File: src/rtl/sdram_burst_sched.sv
// ============================================================================
// sdram_burst_sched : FIFO-level driven write/read burst scheduler for SDRAM
// Revision: 1.0
// ============================================================================
`default_nettype none

module sdram_burst_sched #(
  parameter int ADDR_W      = 24,
  parameter int LEN_W       = 10,
  parameter int SYNC_STAGES = 2
) (
  input  logic              clk,
  input  logic              rst_n,
  input  logic              sdram_init_done,
  input  logic [LEN_W-1:0]  wr_fifo_used,
  input  logic [LEN_W-1:0]  rd_fifo_used,
  input  logic [LEN_W-1:0]  wr_burst,
  input  logic [LEN_W-1:0]  rd_burst,
  input  logic [ADDR_W-1:0] wr_min_addr,
  input  logic [ADDR_W-1:0] wr_max_addr,
  input  logic [ADDR_W-1:0] rd_min_addr,
  input  logic [ADDR_W-1:0] rd_max_addr,
  input  logic              wr_load,
  input  logic              rd_load,
  input  logic              read_valid,
  input  logic              sdram_wr_ack,
  input  logic              sdram_rd_ack,
  output logic              sdram_wr_req,
  output logic              sdram_rd_req,
  output logic [ADDR_W-1:0] sdram_wr_addr,
  output logic [ADDR_W-1:0] sdram_rd_addr,
  output logic              wr_fifo_flush,
  output logic              rd_fifo_flush
);

  typedef enum logic [2:0] {
    S_IDLE   = 3'd0,
    S_WR_REQ = 3'd1,
    S_WR_RUN = 3'd2,
    S_RD_REQ = 3'd3,
    S_RD_RUN = 3'd4
  } state_t;

  state_t                 state_q;
  logic [SYNC_STAGES-1:0] wr_sync_q;
  logic [SYNC_STAGES-1:0] rd_sync_q;
  logic                   wr_prev_q;
  logic                   rd_prev_q;
  logic                   wr_pend_q;
  logic                   rd_pend_q;
  logic                   init_seen_q;
  logic                   wr_req_q;
  logic                   rd_req_q;
  logic                   wr_flush_q;
  logic                   rd_flush_q;
  logic [ADDR_W-1:0]      wr_addr_q;
  logic [ADDR_W-1:0]      rd_addr_q;

  logic                   wr_load_rise;
  logic                   rd_load_rise;
  logic [ADDR_W:0]        wr_sum;
  logic [ADDR_W:0]        rd_sum;
  logic [ADDR_W-1:0]      wr_next_d;
  logic [ADDR_W-1:0]      rd_next_d;

  assign wr_load_rise = wr_sync_q[SYNC_STAGES-1] & ~wr_prev_q;
  assign rd_load_rise = rd_sync_q[SYNC_STAGES-1] & ~rd_prev_q;

  // One extra bit keeps the sum from wrapping before the region-end compare
  assign wr_sum    = {1'b0, wr_addr_q} + {{(ADDR_W+1-LEN_W){1'b0}}, wr_burst};
  assign rd_sum    = {1'b0, rd_addr_q} + {{(ADDR_W+1-LEN_W){1'b0}}, rd_burst};
  assign wr_next_d = (wr_sum >= {1'b0, wr_max_addr}) ? wr_min_addr : wr_sum[ADDR_W-1:0];
  assign rd_next_d = (rd_sum >= {1'b0, rd_max_addr}) ? rd_min_addr : rd_sum[ADDR_W-1:0];

  always_ff @(posedge clk or negedge rst_n) begin
    if (!rst_n) begin
      wr_sync_q <= '0;
      rd_sync_q <= '0;
      wr_prev_q <= 1'b0;
      rd_prev_q <= 1'b0;
    end else begin
      wr_sync_q[0] <= wr_load;
      rd_sync_q[0] <= rd_load;
      for (int i = 1; i < SYNC_STAGES; i++) begin
        wr_sync_q[i] <= wr_sync_q[i-1];
        rd_sync_q[i] <= rd_sync_q[i-1];
      end
      wr_prev_q <= wr_sync_q[SYNC_STAGES-1];
      rd_prev_q <= rd_sync_q[SYNC_STAGES-1];
    end
  end

  always_ff @(posedge clk or negedge rst_n) begin
    if (!rst_n) begin
      state_q     <= S_IDLE;
      wr_pend_q   <= 1'b0;
      rd_pend_q   <= 1'b0;
      init_seen_q <= 1'b0;
      wr_req_q    <= 1'b0;
      rd_req_q    <= 1'b0;
      wr_flush_q  <= 1'b0;
      rd_flush_q  <= 1'b0;
      wr_addr_q   <= '0;
      rd_addr_q   <= '0;
    end else begin
      wr_flush_q <= 1'b0;
      rd_flush_q <= 1'b0;

      // A pointer not owned by a running burst reloads at once; otherwise defer
      if (wr_load_rise) begin
        if (state_q == S_WR_RUN) begin
          wr_pend_q <= 1'b1;
        end else begin
          wr_addr_q  <= wr_min_addr;
          wr_flush_q <= 1'b1;
        end
      end
      if (rd_load_rise) begin
        if (state_q == S_RD_RUN) begin
          rd_pend_q <= 1'b1;
        end else begin
          rd_addr_q  <= rd_min_addr;
          rd_flush_q <= 1'b1;
        end
      end

      case (state_q)
        S_IDLE: begin
          if (sdram_init_done) begin
            if (!init_seen_q) begin
              init_seen_q <= 1'b1;
              wr_addr_q   <= wr_min_addr;
              rd_addr_q   <= rd_min_addr;
            end
            if (!(wr_load_rise || rd_load_rise)) begin
              if (wr_fifo_used >= wr_burst) begin
                wr_req_q <= 1'b1;
                state_q  <= S_WR_REQ;
              end else if (read_valid && (rd_fifo_used < rd_burst)) begin
                rd_req_q <= 1'b1;
                state_q  <= S_RD_REQ;
              end
            end
          end
        end

        S_WR_REQ: begin
          if (wr_load_rise) begin
            wr_req_q <= 1'b0;
            state_q  <= S_IDLE;
          end else if (sdram_wr_ack) begin
            wr_req_q <= 1'b0;
            state_q  <= S_WR_RUN;
          end
        end

        S_WR_RUN: begin
          if (!sdram_wr_ack) begin
            state_q <= S_IDLE;
            if (wr_pend_q || wr_load_rise) begin
              wr_addr_q  <= wr_min_addr;
              wr_flush_q <= 1'b1;
              wr_pend_q  <= 1'b0;
            end else begin
              wr_addr_q <= wr_next_d;
            end
          end
        end

        S_RD_REQ: begin
          if (rd_load_rise) begin
            rd_req_q <= 1'b0;
            state_q  <= S_IDLE;
          end else if (sdram_rd_ack) begin
            rd_req_q <= 1'b0;
            state_q  <= S_RD_RUN;
          end
        end

        S_RD_RUN: begin
          if (!sdram_rd_ack) begin
            state_q <= S_IDLE;
            if (rd_pend_q || rd_load_rise) begin
              rd_addr_q  <= rd_min_addr;
              rd_flush_q <= 1'b1;
              rd_pend_q  <= 1'b0;
            end else begin
              rd_addr_q <= rd_next_d;
            end
          end
        end

        default: begin
          wr_req_q <= 1'b0;
          rd_req_q <= 1'b0;
          state_q  <= S_IDLE;
        end
      endcase
    end
  end

  assign sdram_wr_req  = wr_req_q;
  assign sdram_rd_req  = rd_req_q;
  assign sdram_wr_addr = wr_addr_q;
  assign sdram_rd_addr = rd_addr_q;
  assign wr_fifo_flush = wr_flush_q;
  assign rd_fifo_flush = rd_flush_q;

endmodule

`default_nettype wire

File: config.mk
export PLATFORM = sky130hd
export DESIGN_NAME = sdram_burst_sched
export DESIGN_NICKNAME = d
export VERILOG_FILES = /design/src/rtl/sdram_burst_sched.sv
export SDC_FILE = /design/constraint.sdc
export NUM_CORES = 1
export LEC_CHECK = 0
export ABC_AREA = 1
export CAP_MARGIN = 15
export CORE_MARGIN = 4
export CORE_UTILIZATION = 52
export DETAILED_ROUTE_END_ITERATION = 8
export PLACE_DENSITY = 0.83
export SKIP_LAST_GASP = 1
export SYNTH_ARGS = -nofsm -noshare
export SYNTH_HDL_FRONTEND = slang
export SYNTH_SLANG_ARGS = --single-unit
File: constraint.sdc
create_clock -name clk -period 3.7 [get_ports clk]
set_input_delay 0.555 -clock clk [delete_from_list [all_inputs] [get_ports clk]]
set_output_delay 0.555 -clock clk [all_outputs]
set_load 0.01 [all_outputs]
======== Yosys cells after proc, flatten, opt, wreduce, memory -nomap -nowiden ========
Cells that the tools add are included.
word-level totals
  bits in registers ....................... 64
  bits in latches ......................... 0
  memory bits (writable) .................. 0
  ROM bits ................................ 0
  input port bits ......................... 144
  output and inout port bits .............. 52
  word-level logic and storage cells ...... 111
  memories ................................ 0
cells by class
  add/subtract/negate cells ............... 2
  multiply operators ...................... 0
  div/mod/pow operators ................... 0
  $lt $le $gt $ge ......................... 4
  equal/unequal tests ..................... 14
  shifts and indexed selects .............. 0
  muxes and demuxes ....................... 60
  bitwise operators ....................... 6
  reductions and logical operators ........ 11
operator list
  kind                                           count
  two-way mux 24 bit                             14
  case mux 24 bit (2 select lines)               2
  adder 24 x 10 -> 25 bit                        2
  >= comparator 25 x 24 -> 1 bit                 2
  two-way mux 1 bit                              31
  two-way mux 3 bit                              10
  case mux 3 bit (5 select lines)                1
  != test 2 bit, second input constant           7
  >= comparator 10 bit                           1
  < comparator 10 bit                            1
  != test 3 bit, second input constant           3
  AND reduction 7 bit                            1
  == test 3 x 2 -> 1 bit, second input constant  2
  case mux 1 bit (3 select lines)                2
  AND reduction 6 bit                            1
  OR reduction 3 bit                             2
  AND reduction 5 bit                            1
  inverter 1 bit                                 4
  == test 3 x 1 -> 1 bit, second input constant  1
  == test 3 bit, second input constant           1
  logical NOT 3 bit                              1
  logical OR 1 bit                               3
  bitwise AND 1 bit                              2
  AND reduction 2 bit                            1
  logical AND 1 bit                              1

======== Depth between registers and ports, before layout ========
Gate-level depths: netlist (run 1).
  depth after elaboration ................. 7
  mapped depth ............................ 27
  mapped depth without buffers ............ 26

======== Least setup slack after synthesis (run 1) ========
No wires, ideal clock.
  path type ............................... input -> register
  start point ............................. in wr_burst[0]
  end point ............................... reg wr_addr_q[0] (netlist: sdram_wr_addr[0])
  setup time .............................. 129 ps
  arrival ................................. 3281 ps
  data required time ...................... 3571 ps
  slack ................................... 290 ps
  stages .................................. 23
  buffers on the path ..................... 1
  cells stage by stage .................... ha_1 fa_1 nand3_1 nand2_1 nand2_1 nand2_1 nand2_1 nand2_1 xor2_1 ha_1 nand2_1 inv_1 o21ai_0 nand2_1 a21oi_1 nand2_1 nand2_1 nand2_1 nand2_1 clkbuf_1 nand3_1 nand3_1 a21oi_1
on the way
  cells in the longest elaborated chain, start to end .. 6
RTL lines
  item                                  line  RTL
  start: declaration                    17    input logic [LEN_W-1:0] wr_burst,
  adder 24 x 10 -> 25 bit (*)           70    assign wr_sum = {1'b0, wr_addr_q} + {{(ADDR_W+1-LEN_W){1'b0}}, wr_burst};
  >= comparator 25 x 24 -> 1 bit        72    assign wr_next_d = (wr_sum >= {1'b0, wr_max_addr}) ? wr_min_addr : wr_sum[ADDR_W-1:0];
  two-way mux 24 bit (*)                72
  two-way mux 24 bit (*)                160   if (wr_pend_q || wr_load_rise) begin
  two-way mux 24 bit (*)                158   if (!sdram_wr_ack) begin
  case mux 24 bit (2 select lines) (*)  127   case (state_q)
  end signal: assignment                132   wr_addr_q <= wr_min_addr;
  end signal: assignment                161   wr_addr_q <= wr_min_addr;
  end signal: assignment                165   wr_addr_q <= wr_next_d;
  end: declaration                      56    logic [ADDR_W-1:0] wr_addr_q;
Every way passes the cells marked *; elsewhere a longest branch is shown, timed or not.
A chain may end at the register's enable or synchronous reset.

======== Worst setup path after layout (run 1) ========
  start point ............................. reg rd_addr_q[0] (netlist: sdram_rd_addr[0])
  end point ............................... reg rd_addr_q[5] (netlist: sdram_rd_addr[5])
on the way
  cells in the longest elaborated chain, start to end .. 6
RTL lines
  item                                  line  RTL
  start: declaration                    57    logic [ADDR_W-1:0] rd_addr_q;
  start signal: assignment              122   rd_addr_q <= rd_min_addr;
  start signal: assignment              133   rd_addr_q <= rd_min_addr;
  start signal: assignment              184   rd_addr_q <= rd_min_addr;
  adder 24 x 10 -> 25 bit (*)           71    assign rd_sum = {1'b0, rd_addr_q} + {{(ADDR_W+1-LEN_W){1'b0}}, rd_burst};
  >= comparator 25 x 24 -> 1 bit        73    assign rd_next_d = (rd_sum >= {1'b0, rd_max_addr}) ? rd_min_addr : rd_sum[ADDR_W-1:0];
  two-way mux 24 bit (*)                73
  two-way mux 24 bit (*)                183   if (rd_pend_q || rd_load_rise) begin
  two-way mux 24 bit (*)                181   if (!sdram_rd_ack) begin
  case mux 24 bit (2 select lines) (*)  127
Marks and branches as above.

==> impl_metrics.ini, run 1 <==
[logic_synthesis]
ys_seq_elements = 64
async_flop_share = 1.00
ys_warn_count = 0
syn_area_mm2 = 0.00842
ys_seq_area_frac = 0.190
avgSynthCellArea_um2 = 5.98
synth_edf_count = 0
syn_nets = 1640
ys.flop_type = dfrtp_1
syn_inst = 1407
ys_types = 46

[worst_setup_path]
path_cells = ha_4 > fa_2 > nand3_2 > nand3_4 > buf_4 > nand2_2 > xor2_2 > inv_1 > ha_1 > nand2_1 > nor3_2 > nand2_1 > nand2_1 > nand2_1 > nand2_2 > nor2_4 > buf_4 > buf_4 > nand3_1 > nand3_1 > nand2_1 > nand3_1
critPathBufInv = 4
crit_path_frequent_cell = nand2_1
cp_max_fo = 7
path_class = flop to flop
cp.arrival_ns = 3.79
cp-end-kind = flop
max_stage_delay_ns = 0.44
worstSetupStartpointType = flop
cpLargestDelayFamily = simple AND/OR/NAND/NOR gates
cp_slowest_cell = fa_2
required_ns = 3.92

[final_layout]
stdcell_count = 1932
syn_to_final_growth_pct = 47.0
layout_common_cells = 391 x nand2_1, 204 x inv_1, 174 x clkdlybuf4s50_1
layout-drive-gt1-share = 0.149
insertedDiodeCount = 0
seq_area_mm2 = 0.00160
fill_cells = 1233
multi_input_area_mm2 = 0.00628
nets = 1944
layout_commonest_cell = nand2_1

[sta]
slew-limit-headroom = 0.410
maxSlewViolCount = 0
final-setup-viol-count = 0
fin_skew_ns = 0.00565
tightest_slew_ns = 0.886
fmax_mhz = 280
period_minus_slack_ns = 3.57
finalHoldViolations = 0
fin_crit_sh = 0.966
setup-tns-final_ns = 0

[grt]
grt_use_total = 0.346
grt_pass1_vias = 10200
antenna_found_initial = 0
grt_first_pass_wirelength_mm = 51.0
gr-total-overflow = 0
grt_start_max_net_pins = 65

[floorplanning]
initial_core_util = 0.530
die_x_um = 135
chipHeight_um = 135
dieArea_mm2 = 0.0183
fp-row-count = 46
fp.coreArea_mm2 = 0.0159
ios = 196

[drt]
num_vias = 11000
wl_per_cell_um = 17.5
drt_iter0_drc = 1145
first_pass_iters = 6
drc = 0
viasPerCell = 5.71
ant_nets = 0
routed_wl_mm = 33.8

[outcome]
status = complete, no violations

[placement]
dp_hpwl_mm = 24.7
gp_congestion = 0.986
dpl.cell_count = 1901
numPortBuffers = 195

[cts]
cts_buffer_depth = 2
clock_sinks = 64
h-tree-depth = 3
numCtsBuffers = 9
cts_tree = built
ctsRootBufferMaster = clkbuf_16
clk_latency_ns = 0.34
clk_pin_slew_ns = 0.06

[min_path]
hold_path.class = flop to flop

[power]
leakage_nw = 6.50
p_per_area_mw_per_mm2 = 776
ir_drop_v = 0.000429

[flow_run]
maxCapViolCount = 0
flip-flops by register name (all words and copies together), names as in the netlist:
register	flops
rd_fifo_flush	1
sdram_wr_req	1
wr_sync_q	2
init_seen_q	1
wr_pend_q	1
sdram_rd_req	1
rd_prev_q	1
state_q	3
sdram_rd_addr	24
wr_prev_q	1
rd_sync_q	2
wr_fifo_flush	1
rd_pend_q	1
sdram_wr_addr	24
worst reg2reg max path, stage by stage, from the launching register on:
cell and delay, ns:
dfrtp_2 0.43, ha_4 0.19, fa_2 0.45, nand3_2 0.12, nand3_4 0.14, buf_4 0.18, nand2_2 0.09, xor2_2 0.18
inv_1 0.06, ha_1 0.29, nand2_1 0.13, nor3_2 0.19, nand2_1 0.11, nand2_1 0.07, nand2_1 0.05, nand2_2 0.07
nor2_4 0.05, buf_4 0.15, buf_4 0.16, nand3_1 0.10, nand3_1 0.09, nand2_1 0.08, nand3_1 0.07
kinds of logic (layout without fill, tap and decap cells):
logic type / Yosys count / count (layout) / share of synthesized area
simple gates: 726 / 728 / 0.367
buf+inv: 258 / 565 / 0.124
compound gates: 241 / 241 / 0.155
fa+ha+maj: 89 / 89 / 0.134
flops: 64 / 64 / 0.190
xor+xnor: 29 / 29 / 0.0302
cell usage after synthesis (2+ instances only):
cell type  instances  area, µm²
nor2_1           111        417
a211oi_1           6       45.0
o211ai_1           5       37.5
a21boi_0           2       15.0
nor3_1            11       55.1
o21ai_0           94        470
nand4_1            9       56.3
o221ai_1           4       35.0
inv_1            207        777
a21o_1             2       15.0
inv_2              3       11.3
buf_8              2       30.0
fa_1               2       40.0
o21a_1             4       30.0
buf_1              5       18.8
nand3_1          165        826
buf_2              4       20.0
dfrtp_1           64       1600
nor4_1             4       25.0
a221oi_1           2       17.5
nand3_2            3       30.0
nand2_2            2       12.5
nand3b_1           3       22.5
clkbuf_1          27        101
a21oi_1          109        546
xor2_1            24        210
or2_2              2       12.5
buf_4              5       37.5
nor2_2             3       18.8
xnor2_1            5       43.8
nand2_1          405       1520
ha_1              87       1090
buf_6              4       45.0
o21ai_1            5       25.0
nand2_4            2       22.5
o21bai_1           3       22.5
nor2_4             3       33.8
power by group:
part	switching, mW	internal, mW	total (mW)
sequential	0.542	1.00	1.54
combinational	3.85	3.20	7.05
clock	0.333	0.677	1.01
total	4.72	4.88	9.61
cell type report:
class / instances / share of cell area
multi-input combinational: 1087 / 0.508
timing repair buffer: 339 / 0.249
tap: 216 / 0.0218
inverter: 210 / 0.0637
clock inverter: 5 / 0.00839
sequential: 64 / 0.129
clock buffer: 11 / 0.0196
repair_timing:
| item | CTS | global route |
|---|---|---|
| gates resized for setup | 45 | 61 |
| cloned | 2 | 0 |
| endpoints found under the setup margin | 48 | 48 |
| buffers inserted | 7 | 6 |
| hold buffers | 0 | 0 |
| pin swaps | 12 | 13 |
per-layer routing:
layer	up-vias	global-route usage	wire [µm]
li1	5166	-	-
met3	152	0.0672	3510
met2	748	0.561	15800
met1	4972	0.451	12900
met4	0	0.148	1580
met5	-	0	0
final timing paths:
kind	end	startpoint	slack (ns)	depth (start not counted)
min	wr_sync_q[1]	wr_sync_q[0]	0.36	0
max reg2reg	sdram_rd_addr[5]	sdram_rd_addr[0]	0.13	22
min reg2reg	wr_sync_q[1]	wr_sync_q[0]	0.36	0
min in group asynchronous	rd_sync_q[1]	rst_n	0.40	2
max in group asynchronous	sdram_rd_addr[0]	rst_n	2.65	2
max	sdram_rd_addr[5]	sdram_rd_addr[0]	0.13	22
through the flow:
stage / area (µm²) / total power [mW] / hold slack, ns / utilization / setup slack, ns
finish: 12400 / 9.61 / 0.356 / 0.779 / 0.126
global route: 12400 / 10.3 / 0.361 / 0.779 / -0.0459
CTS: 12000 / 9.06 / 0.362 / 0.758 / 0.00301
detailed placement: 11400 / 7.71 / 0.349 / 0.717 / -0.585
global placement: 11400 / 7.56 / 0.334 / 0.717 / -0.508
floorplan: 8420 / 4.91 / 0.259 / - / 0.290
No activity file was read; power rests on OpenSTA's default activity.
==> run 2, diff against run 1 <==
--- a/config.mk
+++ b/config.mk
@@ -11,6 +11,7 @@
 export CORE_UTILIZATION = 52
 export DETAILED_ROUTE_END_ITERATION = 8
 export PLACE_DENSITY = 0.83
+export REMOVE_ABC_BUFFERS = 1
 export SKIP_LAST_GASP = 1
 export SYNTH_ARGS = -nofsm -noshare
 export SYNTH_HDL_FRONTEND = slang
==> run 2 against run 1 <==
Net effect: non-clock buffer count shrank 21; first-iteration DRC count shrank 6.7%; cell area shrank 1.1%; largest power group unchanged; total power shrank 3.8%; utilization shrank 0.88 points.
==> impl_metrics.ini, run 2 (synthesis gave the netlist of run 1 again) <==
[grt]
top_usage_layer = met2
grt_first_pass_wirelength_mm = 49.8
antenna_found_initial = 1
gr-total-overflow = 0
met2_usage = 0.553
met3_usage = 0.0587
grt_use_total = 0.336
use_met1 = 0.453
grt_start_max_net_pins = 57
grt_pass1_vias = 10100

[placement]
dpl_cell_area_mm2 = 0.0113
dpl.cell_count = 1882
gp_congestion = 0.996
dp_hpwl_mm = 24.2
numPortBuffers = 195

[power]
p_per_area_mw_per_mm2 = 755
ir_drop_v = 0.000530
leakage_nw = 6.39
power_mw = 9.24

[floorplanning]
initial_core_util = 0.530
chipHeight_um = 135
fp.coreArea_mm2 = 0.0159
ios = 196
dieArea_mm2 = 0.0183
die_x_um = 135
fp-row-count = 46

[drt]
num_vias = 10700
drt_iter0_drc = 1068
first_pass_iters = 7
viasPerCell = 5.60
wl_per_cell_um = 17.0
ant_nets = 0
drc = 0
routed_wl_mm = 32.5

[worst_setup_path]
max_stage_delay_ns = 0.55
required_ns = 3.92
cp-end-kind = flop
cp_max_fo = 12
rr_startpoint = sdram_wr_addr[0]
path_cells = clkdlybuf4s50_1 > ha_4 > nand2_1 > inv_1 > nand2_1 > nand2_1 > a21oi_2 > nand2_2 > xor2_2 > ha_1 > nand4_1 > nor3_2 > nand3_1 > o211ai_1 > nor2_4 > buf_12 > buf_6 > nand3_1 > nand3_1 > nand2_1 > nand3_1
path_class = input pin to flop
cp_slowest_cell = clkdlybuf4s50_1
r2r_slack_ns = 0.21
worstSetupStartpointType = input pin
reg2reg_depth = 23
cp.arrival_ns = 3.78
r2r_end = sdram_wr_addr[4]

[sta]
maxSlewViolCount = 0
period_minus_slack_ns = 3.56
fin_skew_ns = 0.0115
rsz0062_at_grt = yes
final-setup-viol-count = 0
fin_crit_sh = 0.962
whs_ns = 0.126
setup-tns-final_ns = 0
tightest_slew_ns = 0.873
fmax_mhz = 281
finalHoldViolations = 0
slew-limit-headroom = 0.417

[final_layout]
stdcell_count = 1911
syn_to_final_growth_pct = 45.4
layout_commonest_cell = nand2_1
layout-drive-gt1-share = 0.140
insertedDiodeCount = 0
final_cell_area_mm2 = 0.0122
layout_common_cells = 390 x nand2_1, 204 x inv_1, 175 x clkdlybuf4s50_1
nets = 1923

[outcome]
status = complete, no violations

[cts]
clk_latency_ns = 0.35
ctsRootBufferMaster = clkbuf_16
h-tree-depth = 3
clk_pin_slew_ns = 0.07
numCtsBuffers = 9
cts_tree = built
cts_buffer_depth = 2
clock_sinks = 64

[min_path]
hold_path.class = input pin to asynchronous set/reset pin

[flow_run]
maxCapViolCount = 0
run 2: cell types whose count changed in the layout (fill, tap and decap cells not counted), sizes merged:
cell and change:
buf -21, dlygate4sd2 -3, dlymetal6s2s +3, bufinv -2, clkbuf -2, clkinvlp +2, clkdlybuf4s50 +1, inv +1
run 2: final cells by class:
cell class / instances / area [µm²]
fillers: 1256 / 3650
clock inverters: 6 / 67.6
flip-flops and latches: 64 / 1600
well taps: 216 / 270
multi-input cells: 1087 / 6290
clock buffers: 10 / 239
repair buffers: 318 / 2980
inverters: 210 / 788
run 2: critical path: cells and delay by family:
family | cells | cell delay, ns
AOI/OAI and AO/OA | 2 | 0.29
adders and majority gates | 2 | 0.57
and+or+nand+nor | 12 | 1.27
buffers and inverters | 4 | 0.91
xor gates and xnor gates | 1 | 0.19
run 2: worst max path at each step:
stage / depth (start not counted) / start / to / slack (ns)
after CTS: 28 / rd_burst[6] / sdram_rd_addr[6] / 0.006
after detailed placement: 24 / wr_burst[0] / sdram_wr_addr[12] / -0.53
after global routing: 21 / wr_burst[7] / sdram_wr_addr[4] / -0.1
final: 21 / wr_burst[7] / sdram_wr_addr[4] / 0.14
after global placement: 24 / wr_burst[0] / sdram_wr_addr[8] / -0.46
after floorplan: 6 / sdram_init_done / sdram_wr_addr[0] / -0.03
run 2: through the flow:
| step | setup WS (ns) | util |
|---|---|---|
| final | 0.141 | 0.770 |
| after global routing | -0.0954 | 0.770 |
| after CTS | 0.00634 | 0.740 |
| after detailed placement | -0.528 | 0.708 |
| after global placement | -0.457 | 0.708 |
| after floorplan | -0.0295 | - |
run 2: power breakdown:
part	switching [mW]	leakage, nW	internal (mW)
Clock	0.362	0.145	0.543
Sequential	0.506	0.790	1.00
Combinational	3.74	5.46	3.09
Total	4.61	6.39	4.63
run 2: layer usage:
layer  vias to the layer above  wire length (µm)
met4                         2               852
met1                      4866             13300
met2                       611             15100
met5                         -                14
li1                       5130                 -
met3                        87              3280
run 2: what timing repair did:
item,4_1_cts,5_1_grt
pin swaps,7,19
setup buffers,3,8
endpoints found under the setup margin,48,48
cloned,1,1
gates resized for setup,28,79
hold buffers,0,0
